===== src/rtl/bmb_pkg.sv =====
// Shared definitions for the mem<->BMB bridges: FSM state encoding, BMB
// size encoding and error-counter width.
package bmb_pkg;

  typedef enum logic [1:0] {
    BMB_IDLE = 2'd0,
    BMB_CMD  = 2'd1,
    BMB_RSP  = 2'd2,
    BMB_GNT  = 2'd3
  } bmb_state_e;

  localparam int unsigned ErrCntW = 8;

  // BMB size field is log2 of the transfer size in bytes.
  function automatic logic [2:0] bmb_size(input int unsigned bytes);
    logic [2:0] size;
    case (bytes)
      32'd1:   size = 3'd0;
      32'd2:   size = 3'd1;
      32'd4:   size = 3'd2;
      32'd8:   size = 3'd3;
      32'd16:  size = 3'd4;
      32'd32:  size = 3'd5;
      32'd64:  size = 3'd6;
      default: size = 3'd0;
    endcase
    return size;
  endfunction

endpackage


===== src/rtl/mem_to_bmb.sv =====
// Bridges a single-beat mem request/grant port onto a BMB command/response
// bus, with a response timeout and sticky/saturating error reporting.
module mem_to_bmb
  import bmb_pkg::*;
#(
  parameter int unsigned AddrSize      = 32,
  parameter int unsigned DataSize      = 64,
  parameter int unsigned TimeoutCycles = 1024
) (
  input  logic                    clk_i,
  input  logic                    rst_ni,
  input  logic                    mem_req,
  output logic                    mem_gnt,
  input  logic [AddrSize-1:0]     mem_addr,
  input  logic [DataSize-1:0]     mem_wdata,
  input  logic [DataSize/8-1:0]   mem_strb,
  input  logic                    mem_we,
  output logic [DataSize-1:0]     mem_rdata,
  output logic                    bmb_cmd_valid,
  input  logic                    bmb_cmd_ready,
  output logic [AddrSize-1:0]     bmb_cmd_payload_address,
  output logic [2:0]              bmb_cmd_payload_size,
  output logic                    bmb_cmd_payload_wr,
  output logic                    bmb_cmd_payload_uncached,
  output logic [DataSize-1:0]     bmb_cmd_payload_data,
  output logic [DataSize/8-1:0]   bmb_cmd_payload_mask,
  output logic                    bmb_cmd_payload_last,
  input  logic                    bmb_rsp_valid,
  input  logic [DataSize-1:0]     bmb_rsp_payload_data,
  input  logic                    bmb_rsp_payload_last,
  input  logic                    bmb_rsp_payload_error,
  output logic                    err_o,
  output logic [ErrCntW-1:0]      err_cnt_o
);

  localparam int unsigned StrbSize = DataSize / 8;
  localparam int unsigned TmoW     = $clog2(TimeoutCycles + 1);
  localparam logic [TmoW-1:0] TmoLast = TmoW'(TimeoutCycles - 1);

  bmb_state_e            state_r;
  bmb_state_e            state_s;
  logic [AddrSize-1:0]   addr_r;
  logic [DataSize-1:0]   wdata_r;
  logic [StrbSize-1:0]   mask_r;
  logic                  we_r;
  logic [DataSize-1:0]   rdata_r;
  logic [TmoW-1:0]       tmo_cnt_r;
  logic                  err_r;
  logic [ErrCntW-1:0]    err_cnt_r;
  logic                  timeout_s;
  logic                  err_evt_s;
  logic                  cmd_valid_s;
  logic                  gnt_s;
  logic                  unused_last_s;

  // Single-beat transfers only; the last flag carries no information.
  assign unused_last_s = bmb_rsp_payload_last;

  // A response in the final RSP cycle beats the timeout.
  assign timeout_s = (state_r == BMB_RSP) && !bmb_rsp_valid && (tmo_cnt_r == TmoLast);
  assign err_evt_s = bmb_rsp_valid ? ((state_r != BMB_RSP) || bmb_rsp_payload_error)
                                   : timeout_s;

  // State register.
  always_ff @(posedge clk_i) begin
    if (!rst_ni) begin
      state_r <= BMB_IDLE;
    end else begin
      state_r <= state_s;
    end
  end

  // Next-state logic.
  always_comb begin
    state_s = state_r;
    case (state_r)
      BMB_IDLE: begin
        if (mem_req) state_s = BMB_CMD;
        else         state_s = BMB_IDLE;
      end
      BMB_CMD: begin
        if (bmb_cmd_ready) state_s = BMB_RSP;
        else               state_s = BMB_CMD;
      end
      BMB_RSP: begin
        if (bmb_rsp_valid || timeout_s) state_s = BMB_GNT;
        else                            state_s = BMB_RSP;
      end
      BMB_GNT: state_s = BMB_IDLE;
      default: state_s = BMB_IDLE;
    endcase
  end

  // Output decode from the state register.
  always_comb begin
    cmd_valid_s = 1'b0;
    gnt_s       = 1'b0;
    case (state_r)
      BMB_CMD: cmd_valid_s = 1'b1;
      BMB_GNT: gnt_s       = 1'b1;
      default: begin
        cmd_valid_s = 1'b0;
        gnt_s       = 1'b0;
      end
    endcase
  end

  // Command payload capture and read-data return.
  always_ff @(posedge clk_i) begin
    if (!rst_ni) begin
      addr_r  <= '0;
      wdata_r <= '0;
      mask_r  <= '0;
      we_r    <= 1'b0;
      rdata_r <= '0;
    end else begin
      if ((state_r == BMB_IDLE) && mem_req) begin
        addr_r  <= mem_addr;
        wdata_r <= mem_wdata;
        mask_r  <= mem_we ? mem_strb : {StrbSize{1'b1}};
        we_r    <= mem_we;
      end
      if ((state_r == BMB_RSP) && bmb_rsp_valid) begin
        rdata_r <= bmb_rsp_payload_data;
      end else if (timeout_s) begin
        rdata_r <= '0;
      end
    end
  end

  // Response timeout counter, cleared whenever the FSM is outside RSP.
  always_ff @(posedge clk_i) begin
    if (!rst_ni) begin
      tmo_cnt_r <= '0;
    end else if (state_r != BMB_RSP) begin
      tmo_cnt_r <= '0;
    end else if (tmo_cnt_r != TmoLast) begin
      tmo_cnt_r <= tmo_cnt_r + TmoW'(1);
    end else begin
      tmo_cnt_r <= tmo_cnt_r;
    end
  end

  // Sticky error flag and saturating error count, one step per cycle.
  always_ff @(posedge clk_i) begin
    if (!rst_ni) begin
      err_r     <= 1'b0;
      err_cnt_r <= '0;
    end else if (err_evt_s) begin
      err_r <= 1'b1;
      if (err_cnt_r != {ErrCntW{1'b1}}) err_cnt_r <= err_cnt_r + ErrCntW'(1);
    end
  end

  assign mem_gnt                  = gnt_s;
  assign mem_rdata                = rdata_r;
  assign bmb_cmd_valid            = cmd_valid_s;
  assign bmb_cmd_payload_address  = addr_r;
  assign bmb_cmd_payload_size     = bmb_size(StrbSize);
  assign bmb_cmd_payload_wr       = we_r;
  assign bmb_cmd_payload_uncached = 1'b1;
  assign bmb_cmd_payload_data     = wdata_r;
  assign bmb_cmd_payload_mask     = mask_r;
  assign bmb_cmd_payload_last     = 1'b1;
  assign err_o                    = err_r;
  assign err_cnt_o                = err_cnt_r;

endmodule


===== config.mk =====
export PLATFORM = sky130hd
export DESIGN_NAME = mem_to_bmb
export DESIGN_NICKNAME = d
export VERILOG_FILES = /design/src/rtl/bmb_pkg.sv /design/src/rtl/mem_to_bmb.sv
export SDC_FILE = /design/constraint.sdc
export NUM_CORES = 1
export LEC_CHECK = 0
export BUFFER_PORTS_ARGS = -buffer_cell sky130_fd_sc_hd__buf_4
export CORE_AREA = 5 5 137 139
export DETAILED_ROUTE_END_ITERATION = 6
export DIE_AREA = 0 0 142 144
export PLACE_DENSITY = 0.73
export SLEW_MARGIN = 20
export SYNTH_ARGS = -nofsm -noshare
export SYNTH_HDL_FRONTEND = slang
export SYNTH_SLANG_ARGS = --single-unit

===== constraint.sdc =====
create_clock -name clk_i -period 4.3 [get_ports clk_i]
set_input_delay 1.29 -clock clk_i [delete_from_list [all_inputs] [get_ports clk_i]]
set_output_delay 1.29 -clock clk_i [all_outputs]
set_load 0.02 [all_outputs]

# Yosys cells after proc, flatten, opt, wreduce, memory -nomap -nowiden
# Index checks and enable logic that the tools add are counted.
[word_totals]
input_bits = 176
regBits = 191
out_inout_bits = 185
word_cells = 40
[classes]
n_reduce_logical = 11
n_eq_ne = 7
mux = 10
add_sub_neg = 2
bitwise = 1
[op_table]
columns = ["operator", "n"]
rows = [
  ["$mux W64", 2],
  ["$add A11 B1 Y11 const B", 1],
  ["$eq A11 B10 Y1 const B", 1],
  ["$ne A11 B10 Y1 const B", 1],
  ["$add A8 B1 Y8 const B", 1],
  ["$mux W8", 1],
  ["$ne A8 B8 Y1 const B", 1],
  ["$pmux W2 S4", 1],
  ["$mux W1", 5],
  ["$eq A2 B2 Y1 const B", 2],
  ["$logic_and A1 B1 Y1", 4],
  ["$eq A2 B1 Y1 const B", 1],
  ["$logic_not A2 Y1", 1],
  ["$logic_or A1 B1 Y1", 2],
  ["$mux W2", 1],
  ["$ne A2 B2 Y1 const B", 1],
  ["$reduce_and A2 Y1", 1],
  ["$reduce_bool A2 Y1", 1],
  ["$reduce_or A2 Y1", 1],
  ["$logic_not A1 Y1", 1],
  ["$not A1 Y1", 1],
]

# Logic depth before layout (Yosys ltp)
[depth]
depth_word = 6
ltp_mapped = 9
ltp_nobuf = 6

# Worst setup path before layout
# No wires, ideal clock.
[synth_path]
path_type = "input-to-reg"
start = "input rst_ni"
end = "register rdata_r[10] (netlist: mem_rdata[10])"
cell_stages = 5
arrival_time_ns = 2.356
slack_ns = 1.884
setup_ns = 0.060
path_cell_list = "clkbuf_1 and3_1 buf_1 clkbuf_1 a22o_1"
[synth_lines]
columns = ["item", "line_no", "source"]
rows = [
  ["start: declaration", "mem_to_bmb.sv:11", "input logic rst_ni,"],
  ["end signal: assignment", "mem_to_bmb.sv:124", "rdata_r <= bmb_rsp_payload_data;"],
  ["end: declaration", "mem_to_bmb.sv:46", "logic [DataSize-1:0] rdata_r;"],
]

# Worst setup path after layout
[layout_path]
start = "register state_r[0]"
end = "output bmb_cmd_valid"
[layout_between]
elab_chain_len = 2
[layout_lines]
columns = ["item", "line_no", "source"]
rows = [
  ["start: declaration", "mem_to_bmb.sv:40", "bmb_state_e state_r;"],
  ["start signal: assignment", "mem_to_bmb.sv:69", "state_r <= state_s;"],
  ["$eq A2 B1 Y1", "mem_to_bmb.sv:98", "case (state_r)"],
  ["$mux W1", "mem_to_bmb.sv:98", ""],
  ["end: declaration", "mem_to_bmb.sv:19", "output logic bmb_cmd_valid,"],
]
# Every way passes these cells.

==> reports/metrics.csv <==
stage,metric,value,unit
run_status,status,"finished, final reports clean",
floorplanning,start_util,40.0,%
sta,maxSlewViolCount,0,
power_and_ir_drop,swShare,26.7,%
clocking,post_cts_resized,0,
power_and_ir_drop,ir_drop,0.253,mV
synth,synth.avg_cell_area,9.72,um2
sta,layout_worst_path_cycle_share,58.4,%
clocking,htreeDepth,4,
route,via_count,6202,
hold_path,holdPathEnd,tmo_cnt_r[10],
floorplanning,rows,49,
clocking,hold_buffers,0,
sta,hold_violations,0,
clocking,cts_buffer_depth,2,
setup_path,crit_family,flip-flops,
setup_path,criticalPathCategory,flop to output port,
sta,final.setup.tns,0,ps
final_layout,final_layout_size_suffix_gt1_share,38.1,%
route,vias_per_cell,4.82,
run,maxCapViolCount,0,
global_route,gr-total-overflow,0,
global_route,antenna_found_initial,0,
synth,synthSimpleGateAreaFrac,16.5,%
global_route,grt_pass1_wl,31.4,mm
route,ant_nets,0,
global_route,grt_pass1_vias,5971,
power_and_ir_drop,powerDensity,403,nW/um2
route,wl,21.0,mm
synth,syn-instance-count,721,
clocking,insertion_delay,420,ps
setup_path,timing.rr.end,mem_rdata[19],
sta,setup_viol,0,
setup_path,cp-start-kind,flop,
power_and_ir_drop,pwr-share-seq,45.9,%
power_and_ir_drop,power_frac_comb,14.7,%
power_and_ir_drop,p_clk_share,39.4,%
final_layout,fillers,1587,
setup_path,crit_fanout,7,
setup_path,path_cells,nor2b_1 -> buf_4,
synth,synth_xor_area_share,1.00,%
setup_path,ff2ff_path_depth,7,
setup_path,worst_path_max_delay_cell,dfxtp_1,
setup_path,cpPeakStageDelay,420,ps
clocking,cts_setup_buffers,0,
final_layout,fin_area,10300,um2
synth,synthMuxAreaShare,0.428,%
sta,finalClockSkew,9.42,ps
setup_path,endpoint_kind,output port,
floorplanning,dieArea,20400,um2
sta,grt_setup_unrepaired,false,
hold_path,hold_start,tmo_cnt_r[10],
clocking,cts_sinks,191,
clocking,cts_buffers,17,
clocking,path_clk_slew,70,ps
setup_path,crit_required,3010,ps
sta,timing.fmax,0.398,GHz
synth,synth-seq-area-share,54.6,%
hold_path,worstHoldPathCells,2,
route,drtIter0Drc,268,
setup_path,critPathBufInv,1,
power_and_ir_drop,leakage,4.74,nW
floorplanning,io_pins,361,
floorplanning,fp.dieW,142,um
place,post_dp_cell_area,9680,um2
synth,synth-async-reset-ratio,0,%
global_route,grt_max_degree,116,
floorplanning,core,17500,um2
synth,synth-compound-area-share,21.6,%
place,place_hpwl,15.4,mm
final_layout,multi_input_area,2820,um2
route,first_pass_iters,4,
sta,relSlewSlack,51.4,%
clocking,cts_tree,built,
synth,yosys.area_share.adder,0.357,%
synth,synth_most_common_cell,nand2_1,
final_layout,syn_to_final_growth,46.9,%
place,place_ws,1440,ps
synth,synth.top_cell.area_share,54.6,%
synth,synth_area_leaders,"dfxtp_1 55%, nand2_1 11%, a21boi_0 10%",
final_layout,final_core_util,58.7,%
sta,period_minus_slack,2510,ps
final_layout,ff_latch_area,3820,um2
power_and_ir_drop,intPower,3.04,mW
setup_path,reg2reg_slack,1890,ps
synth,synth_common_cells,"206 x nand2_1, 191 x dfxtp_1, 97 x a21boi_0, 64 x a22o_1, 36 x clkbuf_1",
place,gp_congestion,0.776,
floorplanning,die_h,144,um
synth,synth_area,7010,um2
synth,yosysWarnings,0,
power_and_ir_drop,switching_power,1.11,mW
hold_path,worstHoldPathType,flop to flop,
final_layout,final_nets,1223,
synth,synth_area_leader_cell,dfxtp_1,
route,wl_per_cell,16.3,um
place,portBuffers,354,
synth,synth_seq_cells,191,
global_route,grt.total_usage,19.2,%
setup_path,cp.arrival,1220,ps
sta,tightestPinTransition,721,ps
synth,synth_top_family_by_area,compound AO/OA/AOI/OAI gates,
setup_path,regToRegStartpoint,tmo_cnt_r[0],
sta,layout_setup_ws,1790,ps
clocking,cts_root_buffer,clkbuf_16,
synth,synth_ff_type,dfxtp_1,
synth,ys_types,46,
synth,synth_edf_count,0,
route,drc,0,
final_layout,n_antenna_cell,0,
[power groups by stage]
stage                     Combinational (mW)  Sequential (mW)  Clock [mW]
after detailed placement               0.615             1.94           0
after CTS                              0.618             1.90        1.68
final                                  0.609             1.90        1.63
after global routing                   0.661             1.91        1.76
after floorplan                        0.208             2.05           0
after global placement                 0.610             1.94           0
[tightest hold or removal path: stages (launching register included)]
cell     delay (ps)
dfxtp_1         310
nand3_1          60
a41oi_1          40
[through the flow]
| step | power (mW) | cells | hold slack, ps |
|---|---|---|---|
| after floorplan | 2.25 | 724 | 424 |
| after global placement | 2.55 | 1255 | 434 |
| after detailed placement | 2.56 | 1255 | 445 |
| after CTS | 4.20 | 1287 | 454 |
| after global routing | 4.34 | 1287 | 478 |
| final | 4.15 | 1287 | 447 |
[layer usage]
layer,track usage (%),up-vias,wire [um]
li1,-,3099,-
met1,22.4,2806,8270
met2,31.3,262,9860
met3,8.10,35,2230
met4,8.03,0,669
met5,0,-,0
[worst max path at each step]
stage                  start                        to  slack [ps]  cells past startpoint
4_1_cts           state_r[0]             bmb_cmd_valid        1740                      2
3_3_place_gp   bmb_rsp_valid              err_cnt_o[2]        1510                      6
3_5_place_dp         mem_req  bmb_cmd_payload_data[35]        1440                      6
5_1_grt           state_r[0]             bmb_cmd_valid        1720                      2
2_1_floorplan         rst_ni             mem_rdata[10]        1880                      5
6_report          state_r[0]             bmb_cmd_valid        1790                      2
[flip-flops by register name, indices dropped and copies added (netlist names), named ones only]
name and count:
bmb_cmd_payload_data 64, mem_rdata 64, bmb_cmd_payload_address 32, tmo_cnt_r 11, bmb_cmd_payload_mask 8, err_cnt_o 8, bmb_cmd_payload_wr 1, err_o 1
state_r 1
[cells by family (layout without fill, tap and decap cells)]
group | Yosys count | count (layout)
AO/OA/AOI/OAI | 189 | 189
XOR/XNOR | 8 | 8
adder cells (fa/ha/maj) | 2 | 2
buffers and inverters | 60 | 394
flip-flops | 191 | 191
multiplexers | 3 | 3
other | 2 | 5
AND/OR/NAND/NOR | 266 | 266
[layout by cell type (no fill, tap or decap), drive strengths merged, types with 6 or more instances in the layout]
cell / n
a21oi: 8
nand3b: 8
buf: 361
nand2: 206
inv: 6
nand2b: 7
nor2: 10
o211a: 8
dfxtp: 191
clkbuf: 18
a21boi: 97
a22o: 64
[area by class of cell]
class | instances | share of cell area, %
clock inverter | 14 | 1.69
sequential | 191 | 37.1
timing repair buffer | 361 | 26.7
multi-input combinational | 473 | 27.4
tap | 229 | 2.78
clock buffer | 18 | 4.26
inverter | 1 | 0.0365
No activity file was read; power rests on OpenSTA's default activity.
